==> src/rtl/csm_multiport.sv <==
// N-port controlled shared memory: round-robin arbitration over a single DEPTH x W
// array, muxed address/data per port, and an exclusive hold/release lock.
module csm_multiport #(
    parameter int unsigned NUM_PORTS = 4,
    parameter int unsigned W         = 8,
    parameter int unsigned DEPTH     = 256,
    localparam int unsigned IW       = $clog2(NUM_PORTS)
) (
    input  logic                   clk,
    input  logic                   reset_n,
    input  logic [NUM_PORTS-1:0]   port_enable,
    input  logic [NUM_PORTS-1:0]   port_rw,
    input  logic [NUM_PORTS-1:0]   port_hold,
    input  logic [NUM_PORTS-1:0]   port_release,
    input  logic [NUM_PORTS*W-1:0] port_in_ad,
    output logic [NUM_PORTS-1:0]   port_gnt,
    output logic [NUM_PORTS-1:0]   port_ack,
    output logic [NUM_PORTS*W-1:0] port_out_data,
    output logic [NUM_PORTS*2-1:0] port_err,
    output logic                   lock_valid,
    output logic [IW-1:0]          lock_owner
);

    localparam int unsigned AW  = (DEPTH > 1) ? $clog2(DEPTH) : 1;
    localparam int unsigned IW1 = IW + 1;

    typedef enum logic {S_IDLE, S_ACCESS} state_t;

    state_t               r_state, w_state_nxt;
    logic [IW-1:0]        r_rr, r_idx, r_lock_owner;
    logic [IW-1:0]        w_off, w_sel, w_rr_nxt, w_hold_sel;
    logic                 r_rw, r_lock_valid;
    logic                 w_any_req, w_any_hold, w_grant, w_done, w_we;
    logic [AW-1:0]        r_addr;
    logic [1:0]           r_err, w_err_grant;
    logic [NUM_PORTS-1:0] r_gnt, r_ack, w_rot;
    logic [W-1:0]         r_out_data [NUM_PORTS];
    logic [1:0]           r_err_out  [NUM_PORTS];
    logic [W-1:0]         w_ad       [NUM_PORTS];
    logic [W-1:0]         mem        [DEPTH];

    // Modulo-NUM_PORTS reduction of a port index sum that is below 2*NUM_PORTS
    function automatic logic [IW-1:0] f_wrap(input logic [IW:0] s);
        return (s >= IW1'(NUM_PORTS)) ? IW'(s - IW1'(NUM_PORTS)) : IW'(s);
    endfunction

    // Flatten/unflatten the per-port buses
    always_comb begin
        for (int p = 0; p < NUM_PORTS; p++) begin
            w_ad[p]                   = port_in_ad[p*W +: W];
            port_out_data[p*W +: W]   = r_out_data[p];
            port_err[p*2 +: 2]        = r_err_out[p];
        end
    end

    // Round-robin pick: rotate so r_rr sits at bit 0, take the lowest set bit
    always_comb begin
        w_rot     = NUM_PORTS'({port_enable, port_enable} >> r_rr);
        w_any_req = 1'b0;
        w_off     = '0;
        for (int k = NUM_PORTS - 1; k >= 0; k--) begin
            if (w_rot[k]) begin
                w_any_req = 1'b1;
                w_off     = IW'(k);
            end
        end
        w_sel    = f_wrap(IW1'(r_rr) + IW1'(w_off));
        w_rr_nxt = f_wrap(IW1'(w_sel) + IW1'(1));
    end

    // Lowest-index hold requester
    always_comb begin
        w_any_hold = 1'b0;
        w_hold_sel = '0;
        for (int k = NUM_PORTS - 1; k >= 0; k--) begin
            if (port_hold[k]) begin
                w_any_hold = 1'b1;
                w_hold_sel = IW'(k);
            end
        end
    end

    // Status is fixed at grant time; lock-out outranks range error
    always_comb begin
        w_err_grant = 2'b00;
        if (r_lock_valid && (r_lock_owner != w_sel)) begin
            w_err_grant = 2'b01;
        end else if (32'(w_ad[w_sel]) >= DEPTH) begin
            w_err_grant = 2'b10;
        end
    end

    // FSM next state
    always_comb begin
        w_state_nxt = r_state;
        w_grant     = 1'b0;
        w_done      = 1'b0;
        case (r_state)
            S_IDLE: begin
                if (w_any_req) begin
                    w_grant     = 1'b1;
                    w_state_nxt = S_ACCESS;
                end
            end
            S_ACCESS: begin
                w_done      = 1'b1;
                w_state_nxt = S_IDLE;
            end
            default: w_state_nxt = S_IDLE;
        endcase
    end

    assign w_we = w_done && !r_rw && (r_err == 2'b00);

    // FSM state and access datapath
    always_ff @(posedge clk or negedge reset_n) begin
        if (!reset_n) begin
            r_state <= S_IDLE;
            r_rr    <= '0;
            r_idx   <= '0;
            r_addr  <= '0;
            r_rw    <= 1'b0;
            r_err   <= 2'b00;
            r_gnt   <= '0;
            r_ack   <= '0;
            for (int p = 0; p < NUM_PORTS; p++) begin
                r_out_data[p] <= '0;
                r_err_out[p]  <= 2'b00;
            end
        end else begin
            r_state <= w_state_nxt;
            r_gnt   <= '0;
            r_ack   <= '0;
            for (int p = 0; p < NUM_PORTS; p++) begin
                r_err_out[p] <= 2'b00;
            end
            if (w_grant) begin
                r_gnt  <= NUM_PORTS'(1) << w_sel;
                r_rr   <= w_rr_nxt;
                r_idx  <= w_sel;
                r_addr <= w_ad[w_sel][AW-1:0];
                r_rw   <= port_rw[w_sel];
                r_err  <= w_err_grant;
            end
            if (w_done) begin
                r_ack <= NUM_PORTS'(1) << r_idx;
                for (int p = 0; p < NUM_PORTS; p++) begin
                    if (r_idx == IW'(p)) begin
                        r_err_out[p] <= r_err;
                        if (r_rw) begin
                            r_out_data[p] <= (r_err == 2'b00) ? mem[r_addr] : '0;
                        end
                    end
                end
            end
        end
    end

    // Array contents survive reset
    always_ff @(posedge clk) begin
        if (w_we) begin
            mem[r_addr] <= w_ad[r_idx];
        end
    end

    // Lock: release by owner wins; holds only count while the lock is free
    always_ff @(posedge clk or negedge reset_n) begin
        if (!reset_n) begin
            r_lock_valid <= 1'b0;
            r_lock_owner <= '0;
        end else if (r_lock_valid) begin
            if (port_release[r_lock_owner]) begin
                r_lock_valid <= 1'b0;
                r_lock_owner <= '0;
            end
        end else if (w_any_hold) begin
            r_lock_valid <= 1'b1;
            r_lock_owner <= w_hold_sel;
        end
    end

    assign port_gnt   = r_gnt;
    assign port_ack   = r_ack;
    assign lock_valid = r_lock_valid;
    assign lock_owner = r_lock_owner;

endmodule

==> config.mk <==
export PLATFORM = sky130hd
export DESIGN_NAME = csm_multiport
export DESIGN_NICKNAME = d
export VERILOG_FILES = /design/src/rtl/csm_multiport.sv
export SDC_FILE = /design/constraint.sdc
export NUM_CORES = 2
export LEC_CHECK = 0
export CORE_MARGIN = 3
export CORE_UTILIZATION = 25
export DETAILED_ROUTE_END_ITERATION = 7
export GPL_ROUTABILITY_DRIVEN = 0
export SKIP_LAST_GASP = 1
export SLEW_MARGIN = 30
export SYNTH_ARGS = -nofsm -noshare
export SYNTH_HDL_FRONTEND = slang
export SYNTH_SLANG_ARGS = --single-unit
==> constraint.sdc <==
create_clock -name clk -period 4 [get_ports clk]
set_input_delay 0.6 -clock clk [delete_from_list [all_inputs] [get_ports clk]]
set_output_delay 0.6 -clock clk [all_outputs]
set_load 0.02 [all_outputs]
# ---- Yosys cells after proc, flatten, opt, wreduce, memory -nomap -nowiden
# Memories as Yosys holds them, arrays and structs flattened.
# Cells that the tools add are included.
dict set report word_totals {
  regBits 67
  latch_bits 0
  ram_bits 2048
  romBits 0
  in_bits 50
  output_inout_bits 51
  word_cells 101
  n_memories 1
}
dict set report classes {
  add_sub_neg 4
  n_mul 0
  div_mod_pow 0
  magnitude_cmp 6
  eq_ne 5
  n_shift 3
  n_mux 49
  n_bitwise 3
  n_reduce_logical 12
}
# memory words word_bits read_ports rd_clocked_by_memory_dff wr line_no
set mem_list {}
lappend mem_list {mem 256 8 1 0 1 40} ;# logic [W-1:0] mem [DEPTH];
# op count
set op_table {}
lappend op_table {{$mux W8} 6}
lappend op_table {{$mux W2} 17}
lappend op_table {{$bmux W8 S2} 2}
lappend op_table {{$mux W1} 19}
lappend op_table {{$ge A3 B3 Y1 const B} 4}
lappend op_table {{$reduce_and A3 Y1} 4}
lappend op_table {{$mux W4} 2}
lappend op_table {{$shl A1 B2 Y4 const A} 2}
lappend op_table {{$shr A8 B2 Y4} 1}
lappend op_table {{$lt A2 B3 Y1 const B} 2}
lappend op_table {{$not A2 Y3} 2}
lappend op_table {{$bmux W1 S2} 2}
lappend op_table {{$eq A2 B2 Y1 const B} 2}
lappend op_table {{$logic_not A2 Y1} 2}
lappend op_table {{$sub A2 B1 Y2 const B} 2}
lappend op_table {{$add A2 B1 Y3 const B} 1}
lappend op_table {{$add A2 B2 Y3} 1}
lappend op_table {{$logic_and A1 B1 Y1} 3}
lappend op_table {{$eq A2 B1 Y1 const B} 1}
lappend op_table {{$ne A2 B1 Y1 const B} 1}
lappend op_table {{$ne A2 B2 Y1} 1}
lappend op_table {{$pmux W1 S2} 1}
lappend op_table {{$reduce_and A2 Y1} 1}
lappend op_table {{$reduce_bool A2 Y1} 1}
lappend op_table {{other kinds (2)} 2}

# ---- Longest topological paths before layout
dict set report logic_depth {
  ltp_word 12
  ltp_mapped 13
  ltp_nobuf 10
}

# ---- Worst setup path before layout
# No wires, ideal clock.
dict set report synth_path {
  path_type {reg-to-reg}
  startpoint {register r_idx[0]}
  endpoint {memory mem[0][0], data pin}
  t_arrival_ns 2.833
  slack_ns 0.614
  stages_incl_launch_ff 3
  n_path_buf 1
  synth_period_minus_slack_ns 3.386
  path_cell_list {dfrtp_1 -> buf_1 -> mux4_2}
}
dict set report synth_via {
  elab_chain_len 4
}
# item line_no
set synth_rtl {}
lappend synth_rtl {{from (decl)} 30} ;# logic [IW-1:0] r_rr, r_idx, r_lock_owner;
lappend synth_rtl {{from (signal assigned)} 140} ;# r_idx <= w_sel;
lappend synth_rtl {{$not A2 Y3 (not written as such)} 162} ;# mem[r_addr] <= w_ad[r_idx];
lappend synth_rtl {{$bmux W8 S2} 162}
lappend synth_rtl {{$mux W8 (not written as such) (2 in series)} 162}
lappend synth_rtl {{to (decl)} 40}
# No other way between the ends. The select of a mux whose other input is x is not followed.

# ---- Worst setup path in the final report
dict set report layout_path {
  startpoint {register r_addr[0]}
  endpoint {register r_out_data, in the netlist port_out_data[26]}
}
dict set report layout_via {
  elab_chain_len 2
}
# item line_no
set layout_rtl {}
lappend layout_rtl {{from (decl)} 34} ;# logic [AW-1:0] r_addr;
lappend layout_rtl {{from (signal assigned)} 141} ;# r_addr <= w_ad[w_sel][AW-1:0];
lappend layout_rtl {{$mem_v2 Z256 W8} n/a}
lappend layout_rtl {{$mux W8} 151} ;# r_out_data[p] <= (r_err == 2'b00) ? mem[r_addr] : '0;
lappend layout_rtl {{to (signal, indexed assignment)} 151}
lappend layout_rtl {{to (decl)} 37} ;# logic [W-1:0] r_out_data [NUM_PORTS];
# No other way between the ends.
# A chain may end at the register's enable or synchronous reset.

==> metrics.cfg <==
[status]
status=finished clean

[die]
initial_core_util_pct=25.14
io_pins=101
chipWidth_um=580.0
coreArea_mm2=0.3277
fp-row-count=210
die_area_mm2=0.3364
die_h_um=580.0

[sta]
tightest_slew_ns=0.9388
fin_crit_ns=3.694
rsz0062_at_grt=no
post-route-period-util_pct=92.34
hold_viol_final=0
timing.slew.headroom_pct=37.18
tns_ns=0
fmax_mhz=270.7
clock_skew_ns=0.02800
slew_violations=0
finalSetupViolCount=0

[setup_path]
max_stage_delay_ns=0.59
cpMaxStageDelayCell=a2111o_1
arrival_ns=4.41
cp-end-kind=flop
crit_path_start=r_addr[0]
critical_path_class=reg -> reg
cp_cell_sequence=buf_12, buf_12, buf_4, nor2b_4, buf_12, a22oi_1, nand3_1, nand4_1, a2111o_1, o21ai_2, o21ai_1
r2r-start=r_addr[0]
required_ns=4.71
rr_endpoint=port_out_data[26]
cp.depth=11
path_max_fanout=46
startpoint_type=flop
critical_path.endpoint=port_out_data[26]
cp_common_cell=buf_12
path_buf_inv=4
ff2ff_path_depth=11
cpLargestDelayFamily=buffers and inverters
r2r_slack_ns=0.31

[global_route]
grt_usage_pct=11.85
grt_pass1_vias=42470
grt_max_degree=136
grt_overflow=0
grt_pass1_wl_um=299300
antenna_found_initial=4

[synth]
yosysWarnings=0
netlist-cell-type-count=65
synthTopCellsByCount=edfxtp_1, mux4_2, nor2_1, mux2i_1, a22oi_1
synth-edff-count=2048
yosys.area.top_type=edfxtp_1
synthDominantCellAreaShare_pct=74.65
synth_area_leaders=edfxtp_1, mux4_2, mux2i_1
yosysMostFrequentCell=edfxtp_1
synth.avg_cell_area_um2=20.20
synthesis.area_mm2=0.08238
ys_ff_latch=2110
synth_ff_type=edfxtp_1
async_reset_ff_share_pct=2.938
synthCells=4079
ys_seq_area_share_pct=76.54

[routing]
vias=41820
firstDrtPassIters=6
vias_per_cell=4.620
drtIter0Drc=4934
avgRoutedWirePerCell_um=22.62
drc=0
postRouteAntennaNets=0
wl_um=204800

[pwr]
combPwrFrac_pct=32.1
vdd_drop_max_mv=0.5145
pwr-share-clk_pct=27.5
seqPwrFrac_pct=40.5
power.leakage_nw=30.89
power.density_mw_per_mm2=722.3
power.internal_w=0.04742
p_switching_w=0.02329
p_sw_share_pct=32.94

[cells_and_area]
fillers=31550
seqCellArea_mm2=0.06306
nNetsFinal=4581
fin_cells=9052
multi_input_area_mm2=0.01802
area_growth_pct=18.83
layout-drive-gt1-share_pct=25.80

[place]
dp_hpwl_um=129900
io_buffers=96
place_inst=8666

[clock_network]
cts_root_buffer=clkbuf_16
cts-buffers-inserted=206
cts_tree=built
clock_sinks=2110
cts_buffer_depth=3
cts_hold_buf=1
clk_pin_slew_worst_paths_ns=0.06
insertion_delay_ns=0.85
ctsHtreeMaxLevel=4
post-cts-setup-buffers=0
cts-resized-gates=0

[hold_path]
holdCritPathClass=in -> async

[job]
cap_violations=0

## registers in the layout, summed over array words and instances, names as in the netlist, 4 cells and up
signal and cells:
mem 2048, port_ack 4, r_addr 8, port_err 4, port_gnt 4, port_out_data 32
## final cells by class
class | instances | share of cell area (%)
Multi-Input combinational cell | 1710 | 18.41
Tap cell | 4346 | 5.555
Clock inverter | 136 | 1.487
Antenna cell | 1 | 0.002556
Sequential cell | 2110 | 64.42
Timing Repair Buffer | 499 | 4.632
Clock buffer | 247 | 5.476
Inverter | 3 | 0.01150
## worst reg2reg max path, delay by kind of cell (launching register included)
kind / cells / cell delay, ns
AOI/OAI and AO/OA: 4 / 1.07
buffers and inverters: 4 / 1.22
and+or+nand+nor: 3 / 0.81
DFF: 1 / 0.45
## placed cells by master (no fill, tap or decap), types with 8 or more instances in the layout
cell type / Yosys / routed
bufinv_16: 0 / 24
mux4_2: 415 / 407
o21ai_0: 17 / 17
a22o_1: 8 / 8
clkinv_2: 0 / 45
edfxtp_1: 2048 / 2048
a211oi_1: 19 / 19
a221oi_1: 9 / 9
mux4_4: 0 / 8
nor2_1: 281 / 280
o21ai_1: 32 / 32
dfrtp_1: 62 / 58
clkinv_1: 1 / 48
o22ai_1: 44 / 44
nor3_1: 15 / 15
o2111ai_1: 8 / 8
o31ai_1: 8 / 8
nor2b_1: 28 / 25
a31oi_1: 27 / 27
clkbuf_1: 107 / 37
nand2b_1: 14 / 14
clkdlybuf4s50_1: 0 / 95
mux2i_1: 235 / 235
mux2_2: 66 / 66
buf_12: 1 / 44
nand2_1: 106 / 106
a21oi_1: 26 / 26
buf_4: 16 / 358
a22oi_1: 132 / 132
nand4_1: 17 / 17
a41oi_1: 8 / 8
nand3_1: 88 / 88
clkbuf_16: 0 / 207
## how the worst min path moves through the flow
stage | endpoint | slack [ns] | cells past startpoint
finish | port_gnt[3] | 0.25 | 2
global route | port_gnt[3] | 0.25 | 2
CTS | port_gnt[3] | 0.19 | 2
detailed placement | port_out_data[23] | 0.49 | 2
global placement | port_out_data[31] | 0.47 | 2
floorplan | lock_owner[0] | 0.30 | 0
## cells by family (layout without fill, tap and decap cells)
group / after synthesis / in the layout / synth area share [%]
AOI/OAI and AO/OA: 388 / 388 / 3.357
xor gates and xnor gates: 5 / 5 / 0.08051
adders and majority gates: 1 / 1 / 0.01519
buffers and inverters: 262 / 885 / 1.674
DFF: 2110 / 2110 / 76.54
muxes: 716 / 716 / 15.10
other: 1 / 5 / 0.004552
and+or+nand+nor: 596 / 596 / 3.228
## routing by layer
layer	vias to the layer above	GRT usage, %	share of wire [%]
met3	323	2.253	7.1
met5	-	0	0
met4	0	3.893	3.0
li1	17720	-	-
met1	22200	16.16	42
met2	1578	18.97	48
## power groups by stage
stage	sequential [W]	combinational (W)	clock [W]
global placement	0.0290	0.0224	0
floorplan	0.0292	0.0134	0
global route	0.0286	0.0239	0.0207
detailed placement	0.0291	0.0228	0
CTS	0.0286	0.0228	0.0198
finish	0.0286	0.0227	0.0194
## stage by stage
step | power (W) | setup WS, ns | cell area [um^2] | util (%) | hold WS [ns]
5_1_grt | 0.07321 | 0.1747 | 97890 | 29.87 | 0.2489
2_1_floorplan | 0.04266 | 0.6143 | 82390 | - | 0.3044
3_3_place_gp | 0.05143 | 0.2067 | 91040 | 27.79 | 0.4745
4_1_cts | 0.07118 | 0.3311 | 97860 | 29.87 | 0.1936
3_5_place_dp | 0.05181 | 0.3559 | 91040 | 27.79 | 0.4904
6_report | 0.07070 | 0.3062 | 97890 | 29.88 | 0.2491
(Power assumes the default switching activity.)
